==> config.mk <==
export PLATFORM = sky130hd
export DESIGN_NAME = seven_seg_scanner
export DESIGN_NICKNAME = d
export VERILOG_FILES = /design/src/rtl/seven_seg_scanner.sv
export SDC_FILE = /design/constraint.sdc
export NUM_CORES = 1
export LEC_CHECK = 0
export BUFFER_PORTS_ARGS = -buffer_cell sky130_fd_sc_hd__buf_2
export CAP_MARGIN = 5
export CORE_MARGIN = 1
export CORE_UTILIZATION = 56
export CTS_BUF_LIST = sky130_fd_sc_hd__clkbuf_16
export DETAILED_ROUTE_END_ITERATION = 10
export PLACE_DENSITY_LB_ADDON = 0.15
export SYNTH_ARGS = -nofsm -noshare
export SYNTH_HDL_FRONTEND = slang
export SYNTH_SLANG_ARGS = --single-unit
==> constraint.sdc <==
create_clock -name clk -period 2.3 [get_ports clk]
set_clock_uncertainty 0.1 [all_clocks]
set_input_delay 0.46 -clock clk [delete_from_list [all_inputs] [get_ports clk]]
set_output_delay 0.46 -clock clk [all_outputs]
set_load 0.05 [all_outputs]
==> src/rtl/seven_seg_scanner.sv <==
// seven_seg_scanner: time-multiplexed 7-segment driver with dead time, per-frame BCD snapshot,
// leading-zero blanking and registered active-low outputs.
module seven_seg_scanner #(
  parameter int DIGITS      = 4,
  parameter int SCAN_DIV    = 50000,
  parameter int DEAD_CYCLES = 16
) (
  input  logic              clk,
  input  logic              rst_n,
  input  logic [3:0]        bcd_in [DIGITS],
  input  logic              enable,
  input  logic              lz_blank,
  input  logic [DIGITS-1:0] dp_mask,
  output logic [6:0]        seg_n,
  output logic              dp_n,
  output logic [DIGITS-1:0] an_n,
  output logic              frame_done
);
  localparam int CW = $clog2(SCAN_DIV + 1);
  localparam int IW = DIGITS > 1 ? $clog2(DIGITS) : 1;
  localparam logic [CW-1:0] SLOT_END = CW'(SCAN_DIV - 1);
  localparam logic [CW-1:0] DEAD_END = CW'(DEAD_CYCLES - 1);
  localparam logic [IW-1:0] LAST_IDX = IW'(DIGITS - 1);
  typedef enum logic {DEAD, SHOW} state_t;
  localparam state_t START = DEAD_CYCLES == 0 ? SHOW : DEAD;
  state_t        state;
  logic [CW-1:0] cnt;
  logic [IW-1:0] idx;
  logic [3:0]    shadow [DIGITS];
  logic          zero_up, lit, blank;
  logic [6:0]    seg;
  function automatic logic [6:0] decode(input logic [3:0] v);
    case (v)
      4'd0: decode = 7'b1000000;
      4'd1: decode = 7'b1111001;
      4'd2: decode = 7'b0100100;
      4'd3: decode = 7'b0110000;
      4'd4: decode = 7'b0011001;
      4'd5: decode = 7'b0010010;
      4'd6: decode = 7'b0000010;
      4'd7: decode = 7'b1111000;
      4'd8: decode = 7'b0000000;
      4'd9: decode = 7'b0010000;
      default: decode = 7'b0111111;
    endcase
  endfunction
  // Current digit and everything above it are zero -> candidate for leading-zero blanking.
  always_comb begin
    zero_up = 1'b1;
    for (int j = 0; j < DIGITS; j++)
      if (j >= int'(idx) && shadow[j] != 4'd0) zero_up = 1'b0;
    lit   = state == SHOW && enable;
    blank = lz_blank && idx != '0 && zero_up;
    seg   = decode(shadow[idx]);
  end
  always_ff @(posedge clk or negedge rst_n) begin
    if (!rst_n) begin
      state      <= START;
      cnt        <= '0;
      idx        <= '0;
      shadow     <= '{default: '0};
      seg_n      <= '1;
      dp_n       <= 1'b1;
      an_n       <= '1;
      frame_done <= 1'b0;
    end else begin
      an_n       <= lit ? ~(DIGITS'(1) << idx) : '1;
      seg_n      <= lit && !blank ? seg : '1;
      dp_n       <= !(lit && dp_mask[idx]);
      frame_done <= 1'b0;
      if (state == DEAD) begin
        cnt <= cnt + 1'b1;
        if (cnt == DEAD_END) state <= SHOW;
      end else if (cnt == SLOT_END) begin
        cnt   <= '0;
        state <= START;
        idx   <= idx == LAST_IDX ? '0 : idx + 1'b1;
        if (idx == LAST_IDX) begin
          frame_done <= 1'b1;
          shadow     <= bcd_in;
        end
      end else begin
        cnt <= cnt + 1'b1;
      end
    end
  end
endmodule

==> results.yml, run 1 <==
logic_synthesis:
  syn_nets: 230
  synth_seq_area_share_pct: 51.65
  synth-edff-count: 0
  ys.flop_type: "dfrtp_1"
  netlist_instances: 195
  yosysTopAreaCell: "dfrtp_1"
  ys_ff_latch: 48
  synthArstFlopShare_pct: 100.0
  synth_top_area_share_pct: 38.26
  yosysWarnings: 0
  synthDistinctLibCells: 35
  ys_top_cells_by_area: "dfrtp_1 (38%), dfstp_2 (13%), mux2_4 (6.4%)"
  syn_avg_cell_area_um2: 12.08
  netlist_area_um2: 2355
setup_path:
  critPathSlowestCell: "or4_4"
  cpLargestDelayFamily: "simple AND/OR/NAND/NOR gates"
  cp_max_fo: 16
  cp.required_ns: 2.37
  slowest_delay_ns: 0.57
  critPathKind: "reg2reg"
  rrSetupSlack_ns: 0.16
  crit_path_start_kind: "flop"
  reg2reg_depth: 5
  worstPathCellList: "or4_4 > nor3_4 > and3_1 > buf_12 > mux2_2"
  critPathBufInv: 1
  r2r_start: "cnt[5]"
  timing.rr.end: "shadow[1]"
  startpoint: "cnt[5]"
  worstSetupEndpointType: "flop"
  crit_arrival_ns: 2.21
global_route:
  antenna_found_initial: 0
  grt_pass1_vias: 1644
  grt_max_degree: 49
  grt.total_usage_pct: 23.23
  grt_pass1_wl_um: 7431
  gr-total-overflow: 0
worst_hold_path:
  hold_class: "in2async"
place:
  dp_hpwl_um: 3260
  place.gp.congestion: 0.8103
  portBuffers: 36
  place_inst: 278
routing:
  totalWireLength_um: 4470
  firstDrtPassIters: 4
  vias: 1601
  antenna_left: 0
  first_iter_violations: 115
  post_drt_wl_per_cell_um: 15.63
  via_per_inst: 5.598
  drcViolationCount: 0
clocking:
  cts-root-buf: "clkbuf_16"
  post_cts_buffers: 0
  cts-resized-gates: 0
  cts_hold_buffers: 0
  cts_sinks: 48
  clk_pin_slew_ns: 0.06
  clk_latency_ns: 0.28
  cts_tree: "yes"
  cts_buffers: 5
  htreeDepth: 2
  clock_tree.buffer_depth: 2
timing:
  setup_viol: 0
  final-hold-violation-count: 0
  hold_slack_ns: 0.1587
  rsz0062_at_grt: "false"
  finalCriticalPeriod_ns: 2.138
  max_freq_mhz: 467.8
  finalCritPeriodShare_pct: 92.95
  maxSlewHeadroom_pct: 62.41
  max_slew.worst_pin.slew_ns: 0.5638
  slew_viol_final: 0
  finalSetupTns_ns: 0
cells_and_area:
  area_delta_synth_final_pct: 15.67
  drive_gt1_share_pct: 36.02
  final_cell_mix: "dfrtp_1 (36), buf_2 (36), nor2_1 (15), inv_1 (13), dfstp_2 (12)"
  antenna_cells: 0
  finalNetCount: 270
  stdcell_count: 286
floorplan:
  start_util_pct: 58.45
  die_w_um: 66.85
  die_h_um: 66.85
  core_um2: 4029
  dieArea_um2: 4468
  rows: 23
  ioPinCount: 37
power_and_ir_drop:
  irDropWorstVdd_v: 0.0003471
  power_density_nw_per_um2: 590.3
  leakage_uw: 0.001264
run_status:
  status: "finished, final reports clean"
flow_run:
  maxCapViolations: 0
==> final cells by class <==
| type | instances | area [um^2] |
|---|---|---|
| clock inverters | 3 | 12.51 |
| fillers | 336 | 1305 |
| clock buffers | 5 | 125.1 |
| flip-flops and latches | 48 | 1216 |
| repair buffers | 40 | 222.7 |
| inverters | 11 | 41.29 |
| multi-input cells | 129 | 1044 |
| well taps | 50 | 62.56 |
==> logic make-up (layout without fill, tap and decap cells) <==
| logic type | count (synthesis) | count (layout) | synth area share [%] |
|---|---|---|---|
| buffers and inverters | 18 | 59 | 4.038 |
| AOI/OAI and AO/OA | 20 | 20 | 4.676 |
| DFF | 48 | 48 | 51.65 |
| xor gates and xnor gates | 14 | 14 | 5.207 |
| muxes | 21 | 21 | 14.03 |
| adders and majority gates | 11 | 11 | 5.845 |
| and+or+nand+nor | 63 | 63 | 14.56 |
==> worst max path at each step <==
stage | slack, ns | cells past startpoint | to
floorplan | 0.24 | 6 | shadow[10]
global placement | 0.21 | 5 | shadow[0]
detailed placement | 0.17 | 5 | shadow[1]
CTS | 0.16 | 5 | shadow[1]
global route | 0.07 | 5 | shadow[7]
finish | 0.16 | 5 | shadow[1]
==> metrics by stage <==
step                      util, %  cell area [um^2]  total power (uW)  setup WS, ns
after global routing        67.61              2724              1669       0.07329
after floorplan                 -              2355             909.9        0.2361
final                       67.61              2724              1608        0.1622
after detailed placement    64.19              2586             953.3        0.1692
after CTS                   67.61              2724              1626        0.1610
after global placement      64.19              2586             951.5        0.2074
==> routing by layer <==
layer  vias up  GRT usage [%]  routed length (um)
li1        759              -                   -
met5         -              0                   0
met3        11          4.110                 202
met1       782          29.28                1975
met2        49          38.26                2192
met4         0          11.44                  99
==> power breakdown <==
| part | internal [uW] | leakage [uW] | total, uW | switching (uW) |
|---|---|---|---|---|
| logic | 23.4 | 0.000578 | 77.6 | 54.1 |
| registers | 858 | 0.000610 | 859 | 1.67 |
| clock network | 392 | 0.0000762 | 671 | 279 |
==> synth_stat cells, types with 2 or more instances <==
cell type	count
xor2_1	5
nor4_1	7
and3_1	3
a21oi_1	6
nor2_1	15
mux2_2	6
buf_2	3
dfstp_2	12
xnor2_1	9
ha_1	11
o21ai_0	10
nand3_1	5
mux2_4	10
mux4_2	5
nor2b_1	2
nor3_1	6
nand4_1	5
nand2_1	10
inv_1	11
nand2b_1	3
clkbuf_1	2
dfrtp_1	36
==> flip-flops by register name, summed over array words and instances (netlist names) <==
register    flops
cnt            16
shadow         16
seg_n           7
an_n            4
idx             2
dp_n            1
frame_done      1
state           1
==> worst register-to-register path: stages (launching register included) <==
cell and delay (ns):
dfrtp_1 0.43, or4_4 0.57, nor3_4 0.17, and3_1 0.23
buf_12 0.17, mux2_2 0.35
No activity file was read; power rests on OpenSTA's default activity.
==> run 2, diff against run 1 <==
Settings changed: ABC_AREA set to 1, CORE_UTILIZATION 56 to 57.
==> run 2 against run 1 <==
Net effect:
- critical path depth up 3
- sequential power down 1%
- area after synthesis up 11%
- non-clock buffer count unchanged
- synthesized cell count up 69%
- routed wire length up 13%
- global-route usage about the same
- register-to-register slack better by 0.33 ns
- first-iteration DRC count up 0.87%
- core utilization up 0.31 points
- critical endpoint is now seg_n[6]
- largest cell class is now multi-input gates
- highest routed layer unchanged
==> results.yml, run 2 <==
clocking:
  cts-resized-gates: 0
  cts_tree: "yes"
  clk_latency_ns: 0.29
  cts_hold_buffers: 0
  cts-root-buf: "clkbuf_16"
  post_cts_buffers: 0
  htreeDepth: 2
  clk_pin_slew_ns: 0.06
  cts_sinks: 48
  clock_tree.buffer_depth: 2
  cts_buffers: 5
routing:
  antenna_left: 0
  first_iter_violations: 116
  top_layer: "met4"
  firstDrtPassIters: 4
  wl_met1_um: 2594
  wl_met2_um: 2162
  via_per_inst: 5.178
  vias: 2185
  wl_met3_um: 229
  drcViolationCount: 0
  totalWireLength_um: 5056
  post_drt_wl_per_cell_um: 11.98
global_route:
  grt.total_usage_pct: 23.19
  grt_max_degree: 26
  grt_pass1_wl_um: 9004
  gr-total-overflow: 0
  grt_pass1_vias: 1997
  antenna_found_initial: 0
setup_path:
  cp_max_fo: 11
  cp.required_ns: 2.42
  crit_arrival_ns: 1.93
  critPathKind: "reg2reg"
  crit_path_start_kind: "flop"
  worstSetupEndpointType: "flop"
logic_synthesis:
  ys_top_cells_by_area: "dfrtp_1 (35%), nand2_1 (15%), dfstp_2 (12%)"
  ys_ff_latch: 48
  ys.flop_type: "dfrtp_1"
  netlist_instances: 330
  yosysTopAreaCell: "dfrtp_1"
  netlist_area_um2: 2604
  syn_nets: 365
  synthTopCellsByCount: "nand2_1 (106), nor2_1 (42), dfrtp_1 (36)"
  synth-edff-count: 0
  synthArstFlopShare_pct: 100.0
  syn_avg_cell_area_um2: 7.890
  synth.most_common_cell: "nand2_1"
  synth_top_area_share_pct: 34.60
  synth_seq_area_share_pct: 46.71
  synthDistinctLibCells: 25
  yosysWarnings: 0
timing:
  slew_viol_final: 0
  rsz0062_at_grt: "false"
  maxSlewHeadroom_pct: 63.62
  finalSetupTns_ns: 0
  setup_viol: 0
  max_freq_mhz: 552.2
  max_slew.worst_pin.slew_ns: 0.5457
  final-hold-violation-count: 0
  finalCritPeriodShare_pct: 78.73
  finalCriticalPeriod_ns: 1.811
cells_and_area:
  finalNetCount: 404
  area_delta_synth_final_pct: 14.37
  antenna_cells: 0
  top_regs: "cnt: 16 flops, shadow: 16 flops, seg_n: 7 flops"
  drive_gt1_share_pct: 19.73
  final_cell_mix: "nand2_1 (106), nor2_1 (42), dfrtp_1 (36), buf_2 (36), nand3_1 (34)"
  stdcell_count: 422
  final_common_cell: "nand2_1"
place:
  portBuffers: 36
  place_inst: 414
  dp_hpwl_um: 3791
  place.gp.congestion: 0.9211
run_status:
  status: "finished, final reports clean"
floorplan:
  rows: 24
  die_w_um: 69.59
  die_h_um: 69.59
  core_um2: 4384
  ioPinCount: 37
  start_util_pct: 59.39
  dieArea_um2: 4842
power_and_ir_drop:
  power_density_nw_per_um2: 533.8
  irDropWorstVdd_v: 0.0003728
  leakage_uw: 0.001449
  p_total_uw: 1589
flow_run:
  maxCapViolations: 0
worst_hold_path:
  hold_class: "in2async"
## run 2: through the flow
step	area, um^2	setup slack (ns)	util, %	hold WS (ns)
after floorplan	2604	0.6507	-	0.06441
after global placement	2841	0.5697	64.81	0.3522
after detailed placement	2841	0.5048	64.81	0.3547
after CTS	2978	0.4989	67.92	0.07819
after global routing	2978	0.3316	67.92	0.1163
final	2978	0.4892	67.92	0.05408
## run 2: cell families (layout without fill, tap and decap cells)
logic type               Yosys count  after routing  share of synthesized area, %
flip-flops                        48             48                         46.71
adder cells (fa/ha/maj)           11             11                         5.286
XOR/XNOR                           6              6                         2.018
AO/OA/AOI/OAI                     10             10                         1.970
buffers and inverters             39             79                         6.391
AND/OR/NAND/NOR                  216            216                         37.63
## run 2: routing by layer
layer | global-route usage (%) | vias up
li1 | - | 1132
met1 | 34.17 | 1001
met2 | 33.87 | 46
met3 | 3.779 | 6
met4 | 9.977 | 0
met5 | 0 | -
## run 2: layout make-up
cell class                      count  area (um^2)
Fill cell                         364         1406
Multi-Input combinational cell    243         1221
Sequential cell                    48         1216
Timing Repair Buffer               40        222.7
Clock buffer                        5        125.1
Inverter                           31        116.4
Tap cell                           52        65.06
Clock inverter                      3        11.26
## run 2: worst max-delay path, cell delays in order, from the launching register on
cell	delay, ns
dfrtp_1	0.51
inv_1	0.24
nand3_1	0.11
nand2_1	0.17
inv_1	0.11
ha_1	0.22
nand3b_1	0.15
nand3_1	0.08
nand2_1	0.05
## run 2: path summary, 6_finish.rpt
| kind | from | to | slack, ns | cells past startpoint |
|---|---|---|---|---|
| setup reg to reg | idx[1] | seg_n[6] | 0.49 | 8 |
| hold / removal | rst_n | cnt[12] | 0.05 | 1 |
| max in group asynchronous | rst_n | an_n[1] | 1.46 | 2 |
| setup / recovery | idx[1] | seg_n[6] | 0.49 | 8 |
| hold reg to reg | cnt[0] | cnt[0] | 0.36 | 1 |
| min in group clk | bcd_in[11] | shadow[11] | 0.32 | 3 |
## run 2: where the power goes
group,internal (uW),switching (uW)
Sequential,850,0.472
Clock,391,290
Combinational,20.5,37.3
